<file path="config.mk">
export PLATFORM = sky130hd
export DESIGN_NAME = iir_biquad_seq
export DESIGN_NICKNAME = d
export VERILOG_FILES = /design/src/rtl/iir_pkg.sv /design/src/rtl/iir_sat_trunc.sv /design/src/rtl/iir_biquad_seq.sv
export SDC_FILE = /design/constraint.sdc
export NUM_CORES = 1
export LEC_CHECK = 0
export ABC_AREA = 0
export CAP_MARGIN = 15
export CORE_UTILIZATION = 55
export CTS_CLUSTER_DIAMETER = 100
export DETAILED_ROUTE_END_ITERATION = 7
export HOLD_SLACK_MARGIN = 0.1
export PLACE_DENSITY = 0.79
export SYNTH_ARGS = -nofsm -noshare
export SYNTH_HDL_FRONTEND = slang
export SYNTH_HIERARCHICAL = 1
export SYNTH_SLANG_ARGS = --single-unit
</file>
<file path="constraint.sdc">
create_clock -name clk -period 23.2 [get_ports clk]
set_clock_uncertainty 0.15 [all_clocks]
set_input_delay 2.32 -clock clk [delete_from_list [all_inputs] [get_ports clk]]
set_output_delay 2.32 -clock clk [all_outputs]
set_load 0.02 [all_outputs]
</file>
<file path="src/rtl/iir_pkg.sv">
// Shared definitions for the biquad IIR filter chain: Q-format widths, DSP48A1
// opmode encodings, sequencer state and coefficient addresses.
package iir_pkg;

    // Q-format widths
    localparam int unsigned DATA_W    = 18;  // Q1.17 samples
    localparam int unsigned COEF_W    = 18;  // Q2.16 coefficients
    localparam int unsigned ACC_W     = 48;  // DSP P register
    localparam int unsigned PROD_FRAC = 33;  // product is Q3.33

    localparam int unsigned NUM_TAPS    = 5;
    localparam int unsigned TAP_W       = 3;
    localparam int unsigned COEF_ADDR_W = 3;

    // DSP X/Z mux encodings
    localparam logic [1:0] X_ZERO = 2'b00;
    localparam logic [1:0] X_M    = 2'b01;
    localparam logic [1:0] Z_ZERO = 2'b00;
    localparam logic [1:0] Z_P    = 2'b10;

    // Coefficient addresses; also the tap index that consumes each coefficient
    localparam logic [COEF_ADDR_W-1:0] COEF_B0 = 3'd0;
    localparam logic [COEF_ADDR_W-1:0] COEF_B1 = 3'd1;
    localparam logic [COEF_ADDR_W-1:0] COEF_B2 = 3'd2;
    localparam logic [COEF_ADDR_W-1:0] COEF_A1 = 3'd3;
    localparam logic [COEF_ADDR_W-1:0] COEF_A2 = 3'd4;

    typedef enum logic [1:0] {
        StIdle,
        StMac,
        StWait,
        StOut
    } state_e;

    typedef struct packed {
        logic [1:0] x_in;
        logic [1:0] z_in;
        logic       use_preadd;
        logic       cryin;
        logic       preadd_sub;
        logic       postadd_sub;
    } opmode_t;

    // X=0, Z=P: the P register keeps its value
    localparam opmode_t OPMODE_HOLD = {X_ZERO, Z_P, 4'b0000};

    // Tap 0 loads P with the product, taps 1-2 add, the feedback taps 3-4 subtract.
    function automatic opmode_t opmode_for_tap(input logic [TAP_W-1:0] tap);
        opmode_t op;
        op             = '0;
        op.x_in        = X_M;
        op.z_in        = (tap == COEF_B0) ? Z_ZERO : Z_P;
        op.postadd_sub = (tap >= COEF_A1);
        return op;
    endfunction

endpackage

</file>
<file path="src/rtl/iir_sat_trunc.sv">
// Combinational 48-bit Q3.33 accumulator to 18-bit Q1.17 sample: saturate when the
// integer bits do not fit, otherwise drop the low fraction bits.
module iir_sat_trunc
    import iir_pkg::*;
(
    input  logic [ACC_W-1:0]  acc_i,
    output logic [DATA_W-1:0] y_o
);

    localparam int unsigned TOP_W = ACC_W - PROD_FRAC;
    localparam int unsigned LSB   = PROD_FRAC - DATA_W + 1;

    logic [TOP_W-1:0] top_bits;
    logic             fits;

    assign top_bits = acc_i[ACC_W-1:PROD_FRAC];

    // Value fits when every bit from the sign down to bit PROD_FRAC agrees
    always_comb begin
        fits = (top_bits == {TOP_W{acc_i[ACC_W-1]}});
        if (fits) begin
            y_o = acc_i[PROD_FRAC:LSB];
        end else if (acc_i[ACC_W-1]) begin
            y_o = {1'b1, {(DATA_W - 1){1'b0}}};
        end else begin
            y_o = {1'b0, {(DATA_W - 1){1'b1}}};
        end
    end

endmodule

</file>
<file path="src/rtl/iir_biquad_seq.sv">
// Direct-form-I biquad sequencer: per accepted sample it issues five MAC taps to an
// external DSP48A1, waits P_LAT cycles for the pipeline, then saturates the sum into
// the output sample and shifts the x/y history.
module iir_biquad_seq
    import iir_pkg::*;
#(
    parameter int unsigned OP_DLY = 1,
    parameter int unsigned P_LAT  = 3
) (
    input  logic                   clk,
    input  logic                   reset,

    input  logic [DATA_W-1:0]      sample_in,
    input  logic                   sample_in_valid,
    output logic                   sample_in_ready,

    output logic [DATA_W-1:0]      sample_out,
    output logic                   sample_out_valid,

    input  logic                   coef_wr,
    input  logic [COEF_ADDR_W-1:0] coef_addr,
    input  logic [COEF_W-1:0]      coef_data,

    output logic [1:0]             opmode_x_in,
    output logic [1:0]             opmode_z_in,
    output logic                   opmode_use_preadd,
    output logic                   opmode_cryin,
    output logic                   opmode_preadd_sub,
    output logic                   opmode_postadd_sub,

    output logic [DATA_W-1:0]      ain,
    output logic [COEF_W-1:0]      bin,
    input  logic [ACC_W-1:0]       pout
);

    localparam int unsigned WAIT_W = (P_LAT > 1) ? $clog2(P_LAT) : 1;
    localparam logic [TAP_W-1:0]  LAST_TAP = TAP_W'(NUM_TAPS - 1);
    localparam logic [WAIT_W-1:0] LAST_WAIT = WAIT_W'(P_LAT - 1);

    state_e              state_q, state_d;
    logic [TAP_W-1:0]    tap_q, tap_d;
    logic [WAIT_W-1:0]   wait_q, wait_d;
    logic                ready_q, ready_d;
    logic                accept;
    logic                out_en;

    opmode_t             op_cur;
    opmode_t             op_dly_q [OP_DLY];

    logic [COEF_W-1:0]   stage_q [NUM_TAPS];
    logic [COEF_W-1:0]   act_q   [NUM_TAPS];
    logic [DATA_W-1:0]   x0_q, x1_q, x2_q, y1_q, y2_q;

    logic [DATA_W-1:0]   tap_data;
    logic [COEF_W-1:0]   tap_coef;
    logic [DATA_W-1:0]   y_sat;
    logic [DATA_W-1:0]   sample_out_q;
    logic                sample_out_valid_q;

    // Sequencer state, tap/wait counters and registered ready
    always_ff @(posedge clk or posedge reset) begin
        if (reset) begin
            state_q <= StIdle;
            tap_q   <= '0;
            wait_q  <= '0;
            ready_q <= 1'b1;
        end else begin
            state_q <= state_d;
            tap_q   <= tap_d;
            wait_q  <= wait_d;
            ready_q <= ready_d;
        end
    end

    // Next-state logic: IDLE -> MAC x5 -> WAIT x P_LAT -> OUT -> IDLE
    always_comb begin
        state_d = state_q;
        tap_d   = tap_q;
        wait_d  = wait_q;
        accept  = 1'b0;
        out_en  = 1'b0;
        op_cur  = OPMODE_HOLD;
        unique case (state_q)
            StIdle: begin
                if (sample_in_valid && ready_q) begin
                    accept  = 1'b1;
                    tap_d   = '0;
                    state_d = StMac;
                end
            end
            StMac: begin
                op_cur = opmode_for_tap(tap_q);
                if (tap_q == LAST_TAP) begin
                    wait_d  = '0;
                    state_d = StWait;
                end else begin
                    tap_d = tap_q + 1'b1;
                end
            end
            StWait: begin
                if (wait_q == LAST_WAIT) begin
                    state_d = StOut;
                end else begin
                    wait_d = wait_q + 1'b1;
                end
            end
            StOut: begin
                out_en  = 1'b1;
                state_d = StIdle;
            end
            default: state_d = StIdle;
        endcase
        // Ready rises only after a full IDLE cycle, so the output cycle is not
        // also an acceptance cycle.
        ready_d = (state_d == StIdle) && (state_q == StIdle);
    end

    // Tap operand select: data and coefficient for the current tap, zero outside MAC
    always_comb begin
        tap_data = '0;
        tap_coef = '0;
        if (state_q == StMac) begin
            case (tap_q)
                COEF_B0: begin tap_data = x0_q; tap_coef = act_q[0]; end
                COEF_B1: begin tap_data = x1_q; tap_coef = act_q[1]; end
                COEF_B2: begin tap_data = x2_q; tap_coef = act_q[2]; end
                COEF_A1: begin tap_data = y1_q; tap_coef = act_q[3]; end
                COEF_A2: begin tap_data = y2_q; tap_coef = act_q[4]; end
                default: begin tap_data = '0;   tap_coef = '0;       end
            endcase
        end
    end

    // Staging coefficients accept writes at any time; addresses past a2 are dropped
    always_ff @(posedge clk or posedge reset) begin
        if (reset) begin
            for (int i = 0; i < NUM_TAPS; i++) begin
                stage_q[i] <= '0;
            end
        end else begin
            for (int i = 0; i < NUM_TAPS; i++) begin
                if (coef_wr && (coef_addr == COEF_ADDR_W'(i))) begin
                    stage_q[i] <= coef_data;
                end
            end
        end
    end

    // Acceptance latches the sample and snapshots staging into the active set
    always_ff @(posedge clk or posedge reset) begin
        if (reset) begin
            x0_q <= '0;
            for (int i = 0; i < NUM_TAPS; i++) begin
                act_q[i] <= '0;
            end
        end else if (accept) begin
            x0_q  <= sample_in;
            act_q <= stage_q;
        end
    end

    iir_sat_trunc u_sat (
        .acc_i (pout),
        .y_o   (y_sat)
    );

    // Output register and history shift on the OUT cycle
    always_ff @(posedge clk or posedge reset) begin
        if (reset) begin
            sample_out_q       <= '0;
            sample_out_valid_q <= 1'b0;
            x1_q               <= '0;
            x2_q               <= '0;
            y1_q               <= '0;
            y2_q               <= '0;
        end else begin
            sample_out_valid_q <= out_en;
            if (out_en) begin
                sample_out_q <= y_sat;
                x2_q         <= x1_q;
                x1_q         <= x0_q;
                y2_q         <= y1_q;
                y1_q         <= y_sat;
            end
        end
    end

    // Opmode delay line: aligns each tap's opmode with its product at the post-adder
    always_ff @(posedge clk or posedge reset) begin
        if (reset) begin
            for (int i = 0; i < OP_DLY; i++) begin
                op_dly_q[i] <= '0;
            end
        end else begin
            op_dly_q[0] <= op_cur;
            for (int i = 1; i < OP_DLY; i++) begin
                op_dly_q[i] <= op_dly_q[i-1];
            end
        end
    end

    assign opmode_x_in        = op_dly_q[OP_DLY-1].x_in;
    assign opmode_z_in        = op_dly_q[OP_DLY-1].z_in;
    assign opmode_use_preadd  = op_dly_q[OP_DLY-1].use_preadd;
    assign opmode_cryin       = op_dly_q[OP_DLY-1].cryin;
    assign opmode_preadd_sub  = op_dly_q[OP_DLY-1].preadd_sub;
    assign opmode_postadd_sub = op_dly_q[OP_DLY-1].postadd_sub;

    assign ain              = tap_data;
    assign bin              = tap_coef;
    assign sample_in_ready  = ready_q;
    assign sample_out       = sample_out_q;
    assign sample_out_valid = sample_out_valid_q;

endmodule

</file>
# --- After elaboration in Yosys (flattened, before gate mapping) ---
# Cells that the tools add are included.
op_classes:
  magnitude_cmp: 1
  n_eq_ne: 17
  reduce_logical: 15
  n_mux: 21
  add_sub_neg: 2
ops:
  columns: ["cell", "n"]
  rows:
  - ["$pmux W18 S5", 2]
  - ["$mux W18", 4]
  - ["$eq A14 B14 Y1", 1]
  - ["$eq A3 B2 Y1 const B", 4]
  - ["$mux W2", 6]
  - ["$ne A2 B2 Y1 const B", 4]
  - ["$pmux W2 S4", 1]
  - ["$logic_and A1 B1 Y1", 7]
  - ["$mux W7", 1]
  - ["$eq A2 B2 Y1 const B", 3]
  - ["$eq A3 B1 Y1 const B", 2]
  - ["$eq A3 B3 Y1 const B", 2]
  - ["$logic_not A3 Y1", 2]
  - ["$mux W3", 2]
  - ["$pmux W3 S2", 1]
  - ["$reduce_and A3 Y1", 2]
  - ["$logic_not A2 Y1", 2]
  - ["$pmux W2 S2", 1]
  - ["$reduce_bool A2 Y1", 2]
  - ["$add A3 B1 Y3 const B", 1]
  - ["$ge A3 B2 Y1 const B", 1]
  - ["$mux W1", 3]
  - ["$add A2 B1 Y2 const B", 1]
  - ["$eq A2 B1 Y1 const B", 1]
word_totals:
  output_inout_bits: 64
  ff_bits: 287
  elab_cells: 82

# --- Longest topological paths before layout ---
logic_depth:
  depth_word: 5
  depth_mapped: 8
  ltp_nobuf: 5

# --- By module ---
# The synthesis kept the hierarchy.
by_module_without_submodules:
  columns: ["mod", "area_per_inst_um2", "cells_per_inst", "instances", "seq_area_each_um2"]
  rows:
  - ["iir_biquad_seq", 11908.9, 807, 1, 7058.0]
  - ["iir_sat_trunc", 264.0, 30, 1, 0.0]

# --- Worst setup path after synthesis ---
# Ideal clock, no wire load.
synth_timing:
  path_type: "flip-flop to output port"
  startpoint: "register tap_q[2]"
  endpoint: "output bin[11]"
  arrival_time_ns: 2.253
  required_time_ns: 20.730
  stages_incl_launch_ff: 9
  slack_ns: 18.477
  cell_sequence: "dfrtp_1 > buf_2 > clkinv_1 > clkbuf_1 > ha_1 > clkbuf_1 > clkbuf_1 > a222oi_1 > a21oi_1"
synth_via:
  elab_chain_cells: 3
  elab_cells_between_ends: 7
synth_lines:
  columns: ["element", "line", "source"]
  rows:
  - ["start, declared", "iir_biquad_seq.sv:41", "logic [TAP_W-1:0] tap_q, tap_d;"]
  - ["start signal, assigned", "iir_biquad_seq.sv:69", "tap_q <= tap_d;"]
  - ["$eq A3 B3 Y1, or another cell as far along", "iir_biquad_seq.sv:123", "case (tap_q)"]
  - ["$pmux W18 S5 *", "iir_biquad_seq.sv:123", null]
  - ["$mux W18 *", "iir_biquad_seq.sv:122", "if (state_q == StMac) begin"]
  - ["end, declared", "iir_biquad_seq.sv:32", "output logic [COEF_W-1:0] bin,"]
# Mark *: on every way between the ends. The rest lies on a longest branch, timed or not.

# --- Final worst setup path ---
layout_timing:
  startpoint: "register tap_q[1]"
  endpoint: "output bin[0]"
# Same word-level chain as after synthesis.

==> flow_metrics.tcl <==
set metrics [dict create \
    cts_buffer_depth 3 \
    failed_checks "design-rule violations" \
    vias 7405 \
    status "complete, but fails checks" \
    place_ws_ns 17.51 \
    hp-class "reg2reg" \
    report.final.slew_viol_count 0 \
    worst_pin_slew_ns 1.14 \
    synth-edff-count 0 \
    post-route-period-util_pct 27.0 \
    diodes 0 \
    cts_tree "done" \
    die_h_um 151 \
    dieArea_um2 22700 \
    drtAntennaViolNets 0 \
    cp-start-kind "flop" \
    maxCapViolations 0 \
    finalWorstSetupSlack_ns 16.94 \
    holdCritStartpoint "stage_q[35]" \
    ctsResizeCount 0 \
    drtPass1Iterations 8 \
    min_path_cells 1 \
    crit_path_start "tap_q[1]" \
    finalSetupViolCount 0 \
    grtUsageTotal_pct 23.6 \
    drtIter0Drc 468 \
    postLayoutCoreUtil_pct 66.6 \
    cts_buffers 29 \
    htreeDepth 1 \
    die_w_um 151 \
    critPathCaptureType "output port" \
    drive_gt1_share_pct 36.3 \
    p_leak_nw 6.10 \
    cp_max_fo 27 \
    period_needed_ns 6.26 \
    cts_hold_buf 0 \
    drc 1 \
    postCtsSetupBuffers 0 \
    fin_tns_setup_ns 0 \
    io_pins 155 \
    ys_seq_area_share_pct 58.0 \
    start_util_pct 56.0 \
    r2r_slack_ns 20.24 \
    n_fill_cell 1564 \
    vdd_ir_drop_max_mv 0.0851 \
    syn_area_um2 12200 \
    hold_ws_ns 0.345 \
    yosys_warnings 6 \
    postSynthAreaPerCell_um2 14.5 \
    fmax_mhz 160 \
    row_count 54 \
    rsz0062_at_grt "no" \
    async_reset_ff_share_pct 100 \
    area_growth_pct 19.0 \
    synthCells 837 \
    routed_via_density 5.90 \
    synthFlopType "dfrtp_1" \
    grt_pass1_wl_um 41500 \
    dp_hpwl_um 15300 \
    r2r_start "state_q[0]" \
    clk_pin_slew_ns 0.06 \
    antenna_found_initial 0 \
    grt_max_degree 155 \
    layout_common_cells "mux2_2 (281), dfrtp_1 (281), clkdlybuf4s50_1 (133)" \
    rr_endpoint "act_q[79]" \
    insertion_delay_ns 0.54 \
    hold_viol 0 \
    cts_root_buf "clkbuf_16" \
    ys_types 43 \
    wl_per_cell_um 20.4 \
    clock-sinks 282 \
    worst_ep_arrival_time_ns 3.79 \
    grt_pass1_vias 7812 \
    nets 1054 \
    min_to "act_q[35]" \
    grt_overflow 0 \
    reg2reg_depth 3 \
    slew_headroom_pct 23.8 \
    power.density_nw_per_um2 134 \
    port_buffers 133 \
    synth.ff_latch_count 282 \
    path_class "reg2out" \
    design.core.area_um2 21800 \
    routed_wirelength_um 25700 \
    critPathRequiredTime_ns 20.73 \
    gp_congestion 0.717 \
]
==> worst max-delay path by stage <==
| stage | endpoint | slack (ns) |
|---|---|---|
| floorplan | act_q[0] | 12.95 |
| global placement | bin[0] | 17.55 |
| detailed placement | bin[0] | 17.51 |
| CTS | bin[0] | 16.94 |
| global route | bin[0] | 16.79 |
| finish | bin[0] | 16.94 |
==> critical path, stage by stage (launching register included) <==
cell	delay, ns
dfrtp_1	0.43
inv_1	0.09
ha_1	0.18
buf_4	0.26
o21ba_2	0.27
o31ai_4	0.87
buf_4	0.46
a21oi_1	0.13
clkdlybuf4s50_1	0.56
==> kinds of logic (layout without fill, tap and decap cells) <==
family / after synthesis / after routing / synth area share (%)
fa+ha+maj: 6 / 6 / 0.617
flops: 282 / 282 / 58.0
simple gates: 66 / 66 / 3.06
buf+inv: 70 / 205 / 3.72
compound gates: 131 / 131 / 8.59
other cells: 1 / 5 / 0.0308
mux: 281 / 281 / 26.0
==> power by group <==
group | total (mW) | leakage [nW] | internal (mW) | switching, mW
logic | 0.685 | 2.22 | 0.361 | 0.324
clock network | 0.447 | 0.449 | 0.267 | 0.180
registers | 0.813 | 3.43 | 0.694 | 0.119
total | 1.94 | 6.10 | 1.32 | 0.623
==> state kept, by name, summed over array words and instances (netlist names) <==
name                flops
y2_q                   18
sample_out_valid        1
tap_q                   3
stage_q                90
x2_q                   18
x1_q                   18
sample_out             18
opmode_x_in             1
opmode_postadd_sub      1
state_q                 2
sample_in_ready         1
opmode_z_in             1
act_q                  90
wait_q                  2
x0_q                   18
==> metal layers <==
layer	wire [µm]	up-vias	track usage [%]
met4	475	0	5.30
met1	11200	3849	32.1
li1	-	3323	-
met2	12500	195	40.2
met3	1450	38	3.61
met5	0	-	0
==> per-stage QoR <==
step | instance area (µm²) | total power, mW | cells
finish | 14500 | 1.94 | 1256
CTS | 14500 | 1.96 | 1256
global route | 14500 | 2.05 | 1256
floorplan | 12200 | 1.28 | 841
global placement | 13600 | 1.48 | 1206
detailed placement | 13600 | 1.51 | 1206
==> cell usage after synthesis (2+ instances only) <==
cell / n / share of area (%)
inv_1: 6 / 0.19
nand2_1: 39 / 1.2
ha_1: 6 / 0.62
clkbuf_1: 16 / 0.49
a22o_1: 25 / 1.8
buf_4: 11 / 0.68
o21ai_0: 3 / 0.12
mux2_2: 281 / 26
nor2b_1: 2 / 0.10
dfrtp_1: 281 / 58
nor4_1: 3 / 0.15
nor2_1: 6 / 0.19
o21a_1: 17 / 1.0
a211oi_1: 4 / 0.25
buf_6: 17 / 1.6
nand2b_1: 2 / 0.10
and4bb_2: 3 / 0.31
buf_2: 16 / 0.66
nand3_1: 2 / 0.082
a222oi_1: 36 / 3.0
a21oi_1: 39 / 1.6
==> cell type report <==
| cell class | count | area [µm²] | area share, % |
|---|---|---|---|
| sequential | 282 | 7060 | 48.7 |
| clock buffer | 44 | 832 | 5.74 |
| tap | 280 | 350 | 2.42 |
| inverter | 8 | 37.5 | 0.259 |
| multi-input combinational | 489 | 4690 | 32.4 |
| timing repair buffer | 147 | 1440 | 9.92 |
| clock inverter | 6 | 83.8 | 0.579 |
Power figures use the tool's default switching activity.
